### config.mk
export PLATFORM = sky130hd
export DESIGN_NAME = npc_sel_ctrl
export DESIGN_NICKNAME = d
export VERILOG_FILES = /design/src/rtl/npc_sel_ctrl.sv
export SDC_FILE = /design/constraint.sdc
export NUM_CORES = 1
export LEC_CHECK = 0
export CAP_MARGIN = 30
export CORE_MARGIN = 2
export CORE_UTILIZATION = 44
export CTS_CLUSTER_DIAMETER = 40
export DETAILED_ROUTE_END_ITERATION = 7
export GPL_TIMING_DRIVEN = 0
export HOLD_SLACK_MARGIN = 0.03
export PLACE_DENSITY = 0.81
export SYNTH_ARGS = -nofsm -noshare
export SYNTH_HDL_FRONTEND = slang
export SYNTH_SLANG_ARGS = --single-unit
### constraint.sdc
create_clock -name clk -period 4.2 [get_ports clk]
set_clock_uncertainty 0.1 [all_clocks]
set_input_delay 1.26 -clock clk [delete_from_list [all_inputs] [get_ports clk]]
set_output_delay 1.26 -clock clk [all_outputs]
set_load 0.05 [all_outputs]
### src/rtl/npc_sel_ctrl.sv
// Next-PC sequencer: owns the fetch PC and steers the 4:1 next-PC mux.
// Redirects raised during a stall are held in PEND until the stall releases.
module npc_sel_ctrl #(
    parameter logic [31:0] RESET_PC = 32'h0000_3000,
    parameter logic [31:0] EXC_VEC  = 32'h0000_4180
) (
    input  logic        clk,
    input  logic        rst_n,
    input  logic        stall,
    input  logic        br_taken,
    input  logic [31:0] br_target,
    input  logic        jump,
    input  logic [31:0] jump_target,
    input  logic        exc_req,
    input  logic        exc_clr,
    input  logic [31:0] npc_in,
    output logic [1:0]  pc_sel,
    output logic [31:0] pc,
    output logic        flush,
    output logic [31:0] epc,
    output logic        in_exc,
    output logic        pend
);

    localparam logic [1:0] SEL_SEQ = 2'b00;
    localparam logic [1:0] SEL_BR  = 2'b01;
    localparam logic [1:0] SEL_JMP = 2'b10;
    localparam logic [1:0] SEL_EXC = 2'b11;

    typedef enum logic {RUN, PEND} state_t;

    state_t      state, state_next;
    logic [1:0]  code;
    logic        exc_take;
    logic [1:0]  pend_sel, pend_sel_next;
    logic [31:0] pend_tgt, pend_tgt_next;
    logic [31:0] pc_next, epc_next;
    logic        in_exc_next;

    // The held target must be captured internally: the mux inputs may change
    // while the stall persists.
    function automatic logic [31:0] target_for(input logic [1:0] sel,
                                               input logic [31:0] br_t,
                                               input logic [31:0] jmp_t);
        case (sel)
            SEL_BR:  target_for = br_t;
            SEL_JMP: target_for = jmp_t;
            default: target_for = EXC_VEC;
        endcase
    endfunction

    assign exc_take = exc_req & ~in_exc;

    always_comb begin
        if (exc_take)      code = SEL_EXC;
        else if (jump)     code = SEL_JMP;
        else if (br_taken) code = SEL_BR;
        else               code = SEL_SEQ;
    end

    always_comb begin
        state_next    = state;
        pend_sel_next = pend_sel;
        pend_tgt_next = pend_tgt;
        pc_next       = pc;
        epc_next      = epc;
        in_exc_next   = in_exc & ~exc_clr;
        pc_sel        = SEL_SEQ;
        flush         = 1'b0;
        pend          = 1'b0;

        case (state)
            RUN: begin
                pc_sel = code;
                if (!stall) begin
                    pc_next = npc_in;
                    flush   = (code != SEL_SEQ);
                    if (code == SEL_EXC) begin
                        epc_next    = pc;
                        in_exc_next = 1'b1;
                    end
                end else if (code != SEL_SEQ) begin
                    pend_sel_next = code;
                    pend_tgt_next = target_for(code, br_target, jump_target);
                    state_next    = PEND;
                    if (code == SEL_EXC) begin
                        epc_next    = pc;
                        in_exc_next = 1'b1;
                    end
                end
            end
            PEND: begin
                pc_sel = pend_sel;
                pend   = 1'b1;
                if (stall) begin
                    // Only an unmasked exception may replace a held redirect.
                    if (exc_take) begin
                        pend_sel_next = SEL_EXC;
                        pend_tgt_next = EXC_VEC;
                        epc_next      = pc;
                        in_exc_next   = 1'b1;
                    end
                end else begin
                    flush      = 1'b1;
                    pc_next    = pend_tgt;
                    state_next = RUN;
                end
            end
            default: state_next = RUN;
        endcase
    end

    always_ff @(posedge clk or negedge rst_n) begin
        if (!rst_n) begin
            state  <= RUN;
            pc     <= RESET_PC;
            epc    <= 32'h0;
            in_exc <= 1'b0;
        end else begin
            state  <= state_next;
            pc     <= pc_next;
            epc    <= epc_next;
            in_exc <= in_exc_next;
        end
    end

    // Held redirect payload is only meaningful in PEND, so it carries no reset.
    always_ff @(posedge clk) begin
        pend_sel <= pend_sel_next;
        pend_tgt <= pend_tgt_next;
    end

endmodule

==> summary.log <==
[placement] DP HPWL 8990 microns
[timing] max-slew violation total from the final report 0
[setup_path] worst-path cell with the longest stage delay clkdlybuf4s50_1
[synth] syn avg cell area 12.7 sq um
[drt] vias per cell 5.15
[pwr] internal power of the cells 2030 uW
[die] horizontal die dimension 103 microns
[drt] post-detailed-route wirelength per cell 18.1 microns
[pwr] part of the power in registers 0.391
[grt] maximum number of pins on one net before global-route repair 67
[timing] post-layout minimum cycle time 4100 ps
[placement] Buffers on Ports 170
[run_status] outcome complete, no violations
[die] Die Outline Area 0.0107 sq mm
[synth] post-synthesis cell type count 26
[timing] Tightest Pin Transition 843 ps
[drt] DRT iter0 DRCs 92
[synth] portion of synthesized cell area occupied by the leading cell type 0.369
[synth] Cell Area, Synth 0.00434 sq mm
[synth] Synth Flop Type dfrtp_1
[cells_and_area] NumNets Final 633
[setup_path] largest fanout on the critical path 5
[drt] First-pass DRT Iterations 4
[clock_tree] number of CTS-inserted buffers 9
[placement] Placed Cells incl. Taps 646
[cells_and_area] layout-stage area growth over the synthesis result 48.7%
[die] count of pins on the block boundary 172
[grt] aggregate global-route resource usage 0.222
[placement] Placer Congestion 0.770
[pwr] Psw 1330 uW
[setup_path] Crit path arrival time 2740 ps
[die] starting utilization of the core area 0.448
[synth] post-synthesis net count 450
[setup_path] sum of buffers and inverters on the critical path 3
[timing] Achievable Freq 244 MHz
[timing] setup TNS after final layout 0 ps
[pwr] PwrDens 520 mW/mm^2
[clock_tree] number of sinks handled by clock tree synthesis 100
[timing] Final Hold Vio Count 0
[synth] largest area contributor in the synthesized netlist dfrtp_1
[run] max-cap violations 0
[cells_and_area] Antenna Diode Count 0
[timing] unrepaired setup endpoints after global routing no
[synth] number of warnings reported in the yosys synthesis log 0
[setup_path] Critical Setup Path Class input port to output pin
[timing] Final period util 0.977
[synth] main area contributors after synthesis dfrtp_1 37%, edfxtp_1 24%, mux2i_1 7.4%, mux2_2 7.0%, a22oi_1 5.0%
[die] height of the die 103 microns
[drt] wirelength, routed 12000 microns
[clock_tree] H-tree depth reported by CTS 3
[pwr] Worst VDD drop 0.226 mV
[die] standard-cell rows 36
[drt] total DRC errors in the routed layout 0
[grt] sum of overflow across all layers after global routing 0
[synth] cell count after synthesis 342
[grt] initial antenna violation count 0
[setup_path] critical path data required time 2840 ps
[die] area of the core region 0.00968 sq mm
[worst_hold_path] path type of the worst min-delay path flop to flop
[clock_tree] clk buf depth 2
[clock_tree] TritonCTS clock tree built
[timing] headroom to the max-slew limit 0.438
[setup_path] worst stage delay on the critical path 430 ps
[drt] Routed Antenna Nets 0
[drt] DR vias 3412
[pwr] part of the total power dissipated in the clock network 0.183
[setup_path] largest delay contributor family on the critical path buffers and inverters
[synth] fraction of the yosys area taken by sequential cells 0.616
[synth] FF+latch count, synth 100
[pwr] Net Sw Frac 0.397
[clock_tree] clock slew seen by the registers of the worst setup and hold paths 90 ps
[timing] number of failing setup endpoints in the final timing report 0
[synth] proportion of synthesized flip-flops having asynchronous set or reset 0.660
[grt] global-route wire length before repair 17700 microns
[clock_tree] cell chosen for the clock root clkbuf_8
[grt] vias in the first global route 3484
[cells_and_area] fin cells 663
[setup_path] crit-path cells clkdlybuf4s50_1 -> nor2b_4 -> a21oi_4 -> inv_1 -> mux2_2 -> clkdlybuf4s15_2
[synth] Synth top cells by count 64 x dfrtp_1, 36 x nand2_1, 34 x edfxtp_1, 33 x o21ai_0, 32 x mux2i_1
[synth] count leader, synth dfrtp_1
[pwr] Comb pwr share 0.426
[synth] number of flops mapped to enable cells by yosys 34
[setup_path] Critical Path End Type output pin
[cells_and_area] proportion of layout cells with a drive suffix above 1 0.119
[clock_tree] clk_lat worst skew 350 ps
[pwr] static leakage 0.00261 uW
[setup_path] Critical Path Source Type input port
-- area by class of cell --
cell class | count | area [sq um]
fill | 759 | 3230
sequential | 100 | 2680
timing repair buffer | 172 | 1730
multi-input combinational | 213 | 1540
tap | 133 | 166
buffer | 24 | 135
clock buffer | 11 | 131
clock inverter | 5 | 61.3
inverter | 5 | 18.8
-- repair_timing --
item,in CTS,in global routing
endpoints found under the hold margin,0,0
setup buffers,0,1
cloned,0,0
hold buffers,0,0
setup endpoints to repair,3,3
resized for setup,11,2
-- power groups by stage --
| stage | Sequential, uW | Clock, uW | Combinational [uW] |
|---|---|---|---|
| global placement | 1320 | 0 | 1410 |
| detailed placement | 1330 | 0 | 1440 |
| global route | 1340 | 653 | 1500 |
| floorplan | 1890 | 0 | 312 |
| CTS | 1310 | 620 | 1440 |
| finish | 1310 | 615 | 1430 |
-- stage by stage --
stage / setup slack, ps / util / power (uW) / hold slack, ps / cell area [sq um]
CTS: 23.6 / 0.665 / 3370 / 405 / 6440
detailed placement: -613 / 0.645 / 2770 / 384 / 6240
global route: 14.6 / 0.667 / 3490 / 426 / 6460
finish: 98.3 / 0.667 / 3360 / 398 / 6460
global placement: -1270 / 0.641 / 2730 / 374 / 6210
floorplan: 116 / - / 2210 / 408 / 4340
-- path summary, 6_finish.rpt --
kind,slack [ps],startpoint,to,cells past startpoint
worst max-delay path,100,exc_req,pc_sel[0],6
worst min-delay path,400,epc[15],epc[15],1
worst max register to register,1840,in_exc,epc[16],8
worst min register to register,400,epc[15],epc[15],1
max in group asynchronous,2550,rst_n,pc[11],1
min in group asynchronous,900,rst_n,epc[22],1
-- worst register-to-register path, cell delays in order, from the launching register on --
cell and delay [ps]:
dfrtp_1 440, nor2b_4 80, nor2_1 240, inv_1 110
ha_1 180, nor2b_1 160, a32oi_4 360, buf_6 240
mux2_2 360
-- cells by family (layout without fill, tap and decap cells) --
family,count (synthesis),after routing,share of synthesized area
DFF,100,100,0.616
muxes,65,65,0.159
AOI/OAI and AO/OA,72,72,0.110
adders and majority gates,5,5,0.0144
buffers and inverters,29,217,0.0354
and+or+nand+nor,71,71,0.0643
-- per-layer routing --
layer | global-route usage | routed length (microns) | up-vias
li1 | - | - | 1587
met1 | 0.281 | 4920 | 1682
met2 | 0.392 | 6160 | 125
met3 | 0.0349 | 670 | 18
met4 | 0.0709 | 249 | 0
met5 | 0 | 0 | -
-- registers in the layout, summed over array words and instances, names as in the netlist --
register	count
epc	32
state	1
pend_sel	2
pend_tgt	32
in_exc	1
pc	32
-- layout by cell type, fill, tap and decap left out, types with 5 or more instances in the layout --
cell               n
a22oi_1           29
buf_4              6
clkbuf_1          15
clkbuf_8           9
clkdlybuf4s50_1  166
dfrtp_1           64
edfxtp_1          34
ha_1               5
inv_1              5
mux2_1             6
mux2_2            27
mux2i_1           32
nand2_1           36
nor2_1            31
o21ai_0           33
No activity file was read; power rests on OpenSTA's default activity.
